--- src/rtl/ex_mem_slave_reg_pkg.sv ---
// Shared types for the slave-lane execute/memory pipeline register.
// Exception codes, the stage state enum and the pipeline payload struct.
package ex_mem_slave_reg_pkg;

  localparam int SLV_DW = 32;
  localparam int SLV_RW = 5;

  localparam logic [4:0] EXC_OV = 5'h0C;

  typedef enum logic [0:0] {
    RUN      = 1'b0,
    EXC_HOLD = 1'b1
  } slv_state_e;

  typedef struct packed {
    logic [SLV_DW-1:0] pc;
    logic [SLV_DW-1:0] y;
    logic [SLV_RW-1:0] rd;
    logic              wen;
    logic              exc;
    logic              in_ds;
  } slave_pipe_t;

endpackage

--- src/rtl/ex_mem_slave_reg.sv ---
// Slave-lane EX/MEM pipeline register: 2-entry skid buffer (head H, skid S),
// precise overflow exception with writeback suppression, and a forwarding tap.
module ex_mem_slave_reg #(
  parameter int         DW     = ex_mem_slave_reg_pkg::SLV_DW,
  parameter int         RW     = ex_mem_slave_reg_pkg::SLV_RW,
  parameter logic [4:0] EXC_OV = ex_mem_slave_reg_pkg::EXC_OV
) (
  input  logic          clk,
  input  logic          resetn,
  input  logic          flush,
  input  logic          ex_valid,
  output logic          ex_ready,
  input  logic [DW-1:0] ex_pc,
  input  logic [DW-1:0] ex_y,
  input  logic          ex_overflow,
  input  logic [RW-1:0] ex_rd,
  input  logic          ex_wen,
  input  logic          ex_in_ds,
  output logic          mem_valid,
  input  logic          mem_ready,
  output logic [DW-1:0] mem_pc,
  output logic [DW-1:0] mem_y,
  output logic [RW-1:0] mem_rd,
  output logic          mem_wen,
  output logic          mem_exc,
  output logic [4:0]    mem_excode,
  output logic          mem_in_ds,
  output logic          fwd_valid,
  output logic [RW-1:0] fwd_rd,
  output logic [DW-1:0] fwd_data
);

  import ex_mem_slave_reg_pkg::*;

  slave_pipe_t r_h;
  slave_pipe_t r_s;
  logic        r_h_valid;
  logic        r_s_valid;
  slv_state_e  r_state;
  logic        r_ex_ready;

  slave_pipe_t w_h_nxt;
  slave_pipe_t w_s_nxt;
  logic        w_h_valid_nxt;
  logic        w_s_valid_nxt;
  slv_state_e  w_state_nxt;
  slave_pipe_t w_new;
  logic        w_accept;
  logic        w_pop;

  assign w_accept = ex_valid & r_ex_ready & (r_state == RUN);
  assign w_pop    = r_h_valid & mem_ready;

  // The faulting instruction never writes back; its exception travels with it.
  assign w_new = '{pc:    ex_pc,
                   y:     ex_y,
                   rd:    ex_rd,
                   wen:   ex_wen & ~ex_overflow,
                   exc:   ex_overflow,
                   in_ds: ex_in_ds};

  // Next-state for head/skid entries and the exception state machine.
  always_comb begin
    w_h_nxt       = r_h;
    w_s_nxt       = r_s;
    w_h_valid_nxt = r_h_valid;
    w_s_valid_nxt = r_s_valid;
    w_state_nxt   = r_state;
    if (flush) begin
      w_h_valid_nxt = 1'b0;
      w_s_valid_nxt = 1'b0;
      w_h_nxt       = '0;
      w_s_nxt       = '0;
      w_state_nxt   = RUN;
    end else begin
      if (w_pop) begin
        if (r_s_valid) begin
          w_h_nxt       = r_s;
          w_h_valid_nxt = 1'b1;
          if (w_accept) begin
            w_s_nxt       = w_new;
            w_s_valid_nxt = 1'b1;
          end else begin
            w_s_valid_nxt = 1'b0;
          end
        end else if (w_accept) begin
          w_h_nxt       = w_new;
          w_h_valid_nxt = 1'b1;
        end else begin
          w_h_valid_nxt = 1'b0;
        end
      end else if (w_accept) begin
        if (!r_h_valid) begin
          w_h_nxt       = w_new;
          w_h_valid_nxt = 1'b1;
        end else if (!r_s_valid) begin
          w_s_nxt       = w_new;
          w_s_valid_nxt = 1'b1;
        end else begin
          w_s_valid_nxt = r_s_valid;
        end
      end else begin
        w_h_valid_nxt = r_h_valid;
      end
      case (r_state)
        RUN: begin
          if (w_accept && ex_overflow) begin
            w_state_nxt = EXC_HOLD;
          end else begin
            w_state_nxt = RUN;
          end
        end
        EXC_HOLD: w_state_nxt = EXC_HOLD;
        default:  w_state_nxt = RUN;
      endcase
    end
  end

  // Pipeline state registers; ex_ready is precomputed from next state.
  always_ff @(posedge clk or negedge resetn) begin
    if (!resetn) begin
      r_h        <= '0;
      r_s        <= '0;
      r_h_valid  <= 1'b0;
      r_s_valid  <= 1'b0;
      r_state    <= RUN;
      r_ex_ready <= 1'b1;
    end else begin
      r_h        <= w_h_nxt;
      r_s        <= w_s_nxt;
      r_h_valid  <= w_h_valid_nxt;
      r_s_valid  <= w_s_valid_nxt;
      r_state    <= w_state_nxt;
      r_ex_ready <= ~w_s_valid_nxt & (w_state_nxt == RUN);
    end
  end

  assign ex_ready   = r_ex_ready;
  assign mem_valid  = r_h_valid;
  assign mem_pc     = r_h.pc;
  assign mem_y      = r_h.y;
  assign mem_rd     = r_h.rd;
  assign mem_wen    = r_h.wen & ~r_h.exc;
  assign mem_exc    = r_h.exc;
  assign mem_excode = r_h.exc ? EXC_OV : 5'h00;
  assign mem_in_ds  = r_h.in_ds;

  // Youngest held entry feeds the issue-stage bypass.
  always_comb begin
    fwd_valid = 1'b0;
    fwd_rd    = '0;
    fwd_data  = '0;
    if (r_s_valid) begin
      fwd_valid = r_s.wen;
      fwd_rd    = r_s.rd;
      fwd_data  = r_s.y;
    end else begin
      fwd_valid = r_h_valid & r_h.wen;
      fwd_rd    = r_h.rd;
      fwd_data  = r_h.y;
    end
  end

endmodule

--- config.mk ---
export PLATFORM = sky130hd
export DESIGN_NAME = ex_mem_slave_reg
export DESIGN_NICKNAME = d
export VERILOG_FILES = /design/src/rtl/ex_mem_slave_reg_pkg.sv /design/src/rtl/ex_mem_slave_reg.sv
export SDC_FILE = /design/constraint.sdc
export NUM_CORES = 1
export LEC_CHECK = 0
export ABC_AREA = 1
export BUFFER_PORTS_ARGS = -buffer_cell sky130_fd_sc_hd__buf_2
export CAP_MARGIN = 15
export CORE_MARGIN = 2
export CORE_UTILIZATION = 50
export DETAILED_ROUTE_END_ITERATION = 10
export PLACE_DENSITY = 0.75
export SYNTH_ARGS = -nofsm -noshare
export SYNTH_HDL_FRONTEND = slang
export SYNTH_SLANG_ARGS = --single-unit
--- constraint.sdc ---
create_clock -name clk -period 1.9 [get_ports clk]
set_clock_uncertainty 0.05 [all_clocks]
set_input_delay 0.095 -clock clk [delete_from_list [all_inputs] [get_ports clk]]
set_output_delay 0.095 -clock clk [all_outputs]
set_load 0.05 [all_outputs]
==> metrics.yaml, run 1 <==
final_layout:
  antenna-diode-count: 0
  layout_common_cells: "nand2_1, nor2_1, buf_2, dfrtp_1, inv_1"
  final_common_cell: "nand2_1"
  area_growth_pct: 24.1
  design_area_um2: 10600
  fin_nets: 1555
  fin_util: 0.636
  n_fill_cell: 1450
  drive_gt1_frac: 0.178
critical_path:
  max_stage_delay_ns: 0.46
  r2r-start: "ex_ready"
  r2r-end: "mem_pc[4]"
  worst-path-buf-inv: 3
  arrival_ns: 1.69
  slowest_stage: "dfrtp_2"
  crit_top_cell: "nand2_1"
  reg2reg_slack_ns: 0.18
  worstSetupPathType: "reg -> out"
  endpoint_kind: "primary output"
  path_delay_family: "buffers and inverters"
  crit_path_max_fanout: 13
  critPathLaunchType: "flip-flop"
  r2r_cells: 7
  cp_cell_sequence: "clkinvlp_4, buf_4, nand2_1, nand2_1, buf_2"
  cp.required_ns: 1.75
timing:
  fin_crit_ns: 1.84
  fin_ws_ns: 0.0601
  clock.fmax_mhz: 544
  finalSetupTns_ns: 0
  rsz0062_at_grt: "no"
  slew_viol_final: 0
  slew_headroom: 0.593
  final-hold-violation-count: 0
  setup_viol: 0
  worst_pin_slew_ns: 0.611
  post-route-period-util: 0.968
floorplan:
  rows: 47
  initial_utilization: 0.513
  coreArea_um2: 16600
  fp.dieH_um: 135
  die_w_um: 135
  io_pins: 194
  die_area_um2: 18100
hold_path:
  hold_end: "r_s[22]"
  whs_path_depth: 5
  min_path_type: "in -> reg"
  min_from: "ex_y[14]"
detailed_routing:
  drc_errors: 0
  wirelength_um: 21500
  drt_iter0_drc: 473
  wl_per_cell_um: 12.6
  drt-vias-per-instance: 4.67
  ant_nets: 0
  dr_total_vias: 7992
  drt_first_pass_iters: 5
global_route:
  grt_pass1_wl_um: 36200
  grtUsageTotal: 0.247
  antenna_found_initial: 0
  gr-total-overflow: 0
  grt_start_max_net_pins: 57
  first_global_vias: 7408
clock_tree:
  cts_made_buffers: 17
  clk_latency_ns: 0.42
  cts_sinks: 148
  htree_levels: 4
  clockBufferDepth: 2
  cts_tree: "built"
  clkTransAtPathRegs_ns: 0.06
  cts-root-buf: "clkbuf_16"
synthesis:
  synth_area_leaders: "dfrtp_1, nand2_1, nor2_1"
  synth_top_family_by_area: "simple AND/OR/NAND/NOR gates"
  synth-simple-area-share: 0.415
  yosys.area.top_type: "dfrtp_1"
  postSynthCellCount: 1304
  synth-compound-area-share: 0.00396
  yosysSeqAreaShare: 0.434
  synth.distinct_cells: 24
  yosysTopAreaCellShare: 0.431
  synth_area_um2: 8530
  synth_xor_area_frac: 0
  ys.warnings.count: 0
  synth.avg_cell_area_um2: 6.54
  muxShareOfSynthArea: 0
  synthAdderAreaFrac: 0
  ys_ff_latch: 148
placed_design:
  pre_cts_slack_ns: 0.164
  place_area_um2: 9150
  gp_congestion: 0.806
  port_buffers: 190
  hpwl_um: 13500
power_and_ir_drop:
  p_leak_nw: 6.66
  power_density_nw_per_um2: 1010
  power_mw: 10.7
  ir_drop_v: 0.000816
job:
  cap_violations: 0
outcome:
  status: "complete, no violations"
[logic make-up after synthesis]
family                 after synthesis
buffers and inverters              222
and+or+nand+nor                    927
other                                1
AOI/OAI and AO/OA                    6
DFF                                148
[metrics by stage]
step | hold WS (ns) | cells
after floorplan | -0.251 | 1306
after global placement | 0.0410 | 1601
after detailed placement | 0.0385 | 1601
after CTS | 0.0126 | 1708
after global routing | 0.0463 | 1711
final | 0.0228 | 1711
[power breakdown]
part           leakage, nW  total [mW]  internal (mW)  switching, mW
sequential            1.93        3.95           3.62          0.329
combinational         4.43        3.19          0.825           2.37
clock                0.309        3.60           2.26           1.34
total                 6.66        10.7           6.71           4.03
[worst register-to-register path: cells and delay by family (launching register included)]
family / cells / cell delay (ns)
DFF: 1 / 0.54
buffers and inverters: 1 / 0.24
and+or+nand+nor: 6 / 0.83
[worst max-delay path by stage]
stage                    from           end  cells past startpoint
global route        r_s_valid   fwd_data[5]                      5
finish              r_s_valid   fwd_data[5]                      5
global placement     ex_ready       r_s[39]                      7
CTS                 r_s_valid  fwd_data[10]                      5
floorplan           mem_valid     fwd_valid                      2
detailed placement   ex_ready        r_s[8]                      7
[Yosys cell counts, drive strengths merged]
library cell,n
clkinv,1
dfstp,1
o31ai,1
nand4,1
nand2,700
buf,121
o21ai,3
nand3,9
clkbuf,21
conb,1
dfrtp,147
inv,79
a21oi,1
a31oi,1
nor2,217
[metal layers]
metal | global-route usage | up-vias | wire length, um
met5 | 0 | - | 0
met4 | 0.0819 | 0 | 327
met3 | 0.0428 | 27 | 1070
met2 | 0.405 | 242 | 10100
met1 | 0.334 | 3632 | 10100
li1 | - | 4091 | -
[sequential cells by signal, summed over array words and instances, names as in the netlist, 5 cells and up]
register  cells
mem_rd        5
r_s          72
mem_y        32
mem_pc       32
[cell type report]
type / instances / area (um2) / share of cell area
inverters: 80 / 304 / 0.0287
repair buffers: 295 / 2050 / 0.194
flip-flops and latches: 148 / 3710 / 0.350
multi-input cells: 936 / 3610 / 0.341
clock inverters: 13 / 181 / 0.0171
clock buffers: 19 / 453 / 0.0428
well taps: 220 / 275 / 0.0260
[what timing repair did]
action / 4_1_cts / 5_1_grt
gates resized for setup: 1 / 6
hold buffers: 74 / 0
endpoints found under the hold margin: 184 / 0
buffers inserted: 1 / 3
setup endpoints to repair: 33 / 36
Note: power is estimated with default switching activity, not from simulation.
==> run 2, diff against run 1 <==
--- a/config.mk
+++ b/config.mk
@@ -5,7 +5,6 @@
 export SDC_FILE = /design/constraint.sdc
 export NUM_CORES = 1
 export LEC_CHECK = 0
-export ABC_AREA = 1
 export BUFFER_PORTS_ARGS = -buffer_cell sky130_fd_sc_hd__buf_2
 export CAP_MARGIN = 15
 export CORE_MARGIN = 2
==> run 2 against run 1 <==
Area after synthesis is 0.19% higher. Global-route usage is 3.1 points lower. Via count fell by 28%. Total power down 2.4%. Fmax decreased by 0.86%. Sequential share of layout area decreased by 0.52 points. Critical path type unchanged. Largest power group unchanged.
==> metrics.yaml, run 2 <==
detailed_routing:
  drt_iter0_drc: 279  # -41%
  wl_per_cell_um: 17.0  # +35%
  drt-vias-per-instance: 5.09  # +9.1%
  drc_errors: 0  # unchanged
  dr_total_vias: 5726  # -28%
  ant_nets: 0  # unchanged
  drt_first_pass_iters: 4  # -1
  wirelength_um: 19100  # -11%
final_layout:
  n_fill_cell: 1232  # -15%
  fin_nets: 968  # -38%
  layout_common_cells: "buf_2, nand2b_1, dfrtp_1, mux2i_1, dlygate4sd3_1"
  largest_reg_flops: 72  # unchanged
  antenna-diode-count: 0  # unchanged
  fin_util: 0.646  # +0.00977
  design_area_um2: 10700  # +1.5%
  area_growth_pct: 25.7
  regMostFlops: "r_s"
  drive_gt1_frac: 0.404  # +0.226
  final_common_cell: "buf_2"
synthesis:
  ys.flop_type: "dfrtp_1"
  synth.distinct_cells: 31  # +29%
  synthArstFlopShare: 1.00  # unchanged
  postSynthCellCount: 698  # -46%
  ys_ff_latch: 148  # unchanged
  ys.warnings.count: 0  # unchanged
  yosys.area.top_type: "dfrtp_1"
  synth_common_cells: "dfrtp_1, nand2b_1, mux2i_1"
  synth_most_common_cell: "dfrtp_1"
  synth-edff-count: 0  # unchanged
  synth_area_um2: 8550  # +0.19%
  synth_area_leaders: "dfrtp_1, mux2i_1, mux2_4"
  yosysTopAreaCellShare: 0.430  # -0.000821
  yosysSeqAreaShare: 0.433  # -0.000826
  synth.avg_cell_area_um2: 12.2  # +87%
critical_path:
  arrival_ns: 1.71  # +0.02 ns
  max_stage_delay_ns: 0.45  # about the same
  cp_cell_sequence: "buf_4, mux2_2, buf_2"
  slowest_stage: "dfrtp_2"
  worstSetupPathType: "reg -> out"
  cp.required_ns: 1.75  # about the same
  critPathLaunchType: "flip-flop"
  crit_path_max_fanout: 13  # unchanged
  endpoint_kind: "primary output"
floorplan:
  rows: 47  # unchanged
  die_area_um2: 18200  # +0.19%
  initial_utilization: 0.514  # +0.000977
  die_w_um: 135  # about the same
  coreArea_um2: 16600  # unchanged
  io_pins: 194  # unchanged
  fp.dieH_um: 135  # about the same
timing:
  clock.fmax_mhz: 539  # -0.86%
  post-route-period-util: 0.977  # +0.00839
  final-hold-violation-count: 0  # unchanged
  setup_viol: 0  # unchanged
  slew_viol_final: 0  # unchanged
  finalSetupTns_ns: 0  # unchanged
  rsz0062_at_grt: "no"
  fin_crit_ns: 1.86  # +0.0159 ns
clock_tree:
  clk_latency_ns: 0.42  # about the same
  cts_made_buffers: 17  # unchanged
  cts_sinks: 148  # unchanged
  cts-root-buf: "clkbuf_16"
  cts_tree: "built"
  clkTransAtPathRegs_ns: 0.06  # about the same
  clockBufferDepth: 2  # unchanged
  htree_levels: 4  # unchanged
placed_design:
  place_area_um2: 9350  # +2.1%
  port_buffers: 190  # unchanged
  hpwl_um: 11900  # -12%
  gp_congestion: 0.828  # +2.7%
power_and_ir_drop:
  p_leak_nw: 5.57  # -16%
  ir_drop_v: 0.000619  # -24%
  power_density_nw_per_um2: 975  # -3.9%
hold_path:
  min_path_type: "in -> reg"
global_route:
  grt_pass1_wl_um: 30900  # -15%
  gr-total-overflow: 0  # unchanged
  grt_start_max_net_pins: 73  # +28%
  grtUsageTotal: 0.216  # -0.0308
  first_global_vias: 6048  # -18%
  antenna_found_initial: 0  # unchanged
job:
  cap_violations: 0  # unchanged
outcome:
  status: "complete, no violations"
==> run 2: logic make-up after synthesis <==
family | count (synthesis) | share of synthesized area
AO/OA/AOI/OAI | 12 | 0.00849
XOR/XNOR | 1 | 0.00102
buffers and inverters | 122 | 0.0971
flip-flops | 148 | 0.433
multiplexers | 253 | 0.343
other | 1 | 0.000439
AND/OR/NAND/NOR | 161 | 0.117
==> run 2: cell type report <==
type | instances | area [um2] | area share
Multi-Input combinational cell | 430 | 4050 | 0.377
Sequential cell | 148 | 3710 | 0.345
Timing Repair Buffer | 293 | 2100 | 0.195
Clock buffer | 18 | 439 | 0.0409
Tap cell | 220 | 275 | 0.0256
Clock inverter | 14 | 174 | 0.0162
Inverter | 1 | 3.75 | 0.000349
==> run 2: final timing paths <==
| path | start | endpoint | slack (ns) | cells after the start |
|---|---|---|---|---|
| worst max-delay path | r_s_valid | fwd_data[4] | 0.04 | 3 |
| worst min-delay path | ex_wen | r_s[2] | 0.02 | 3 |
| worst max register to register | r_state | mem_y[6] | 0.05 | 5 |
| worst min register to register | mem_pc[4] | mem_pc[4] | 0.46 | 1 |
| max in group asynchronous | resetn | r_s[26] | 1.07 | 3 |
| min in group asynchronous | resetn | r_s[53] | 0.08 | 2 |
==> run 2: metrics by stage <==
step                      worst slack, ns  cells  hold WS (ns)  total power, mW
final                              0.0442   1124        0.0248             10.5
after global routing             0.000443   1124        0.0356             10.9
after CTS                          0.0251   1123        0.0105             10.5
after detailed placement           0.0753   1014       -0.0395             6.88
after global placement             0.0891   1014       -0.0447             6.85
after floorplan                  -0.00642    700        -0.251             6.44
==> run 2: timing repair <==
action | 4_1_cts | 5_1_grt
hold buffers | 77 | 0
buffers inserted | 0 | 1
setup endpoints to repair | 0 | 26
hold endpoints to repair | 222 | 0
gates resized for setup | 0 | 1
==> run 2: critical path, delay by kind of cell (launching register included) <==
family	cells	cell delay, ns
buf+inv	2	0.47
flops	1	0.45
mux	1	0.37
==> run 2: power breakdown <==
group	internal (mW)	total [mW]	switching, mW
clock network	2.12	3.51	1.40
logic	1.16	3.31	2.15
registers	3.44	3.65	0.213
total	6.72	10.5	3.76
==> run 2: routing by layer <==
metal / global-route usage / vias to the layer above / share of wire
met4: 0.0836 / 0 / 0.024
met3: 0.0526 / 37 / 0.045
li1: - / 2682 / -
met5: 0 / - / 0
met1: 0.278 / 2844 / 0.45
met2: 0.354 / 163 / 0.48
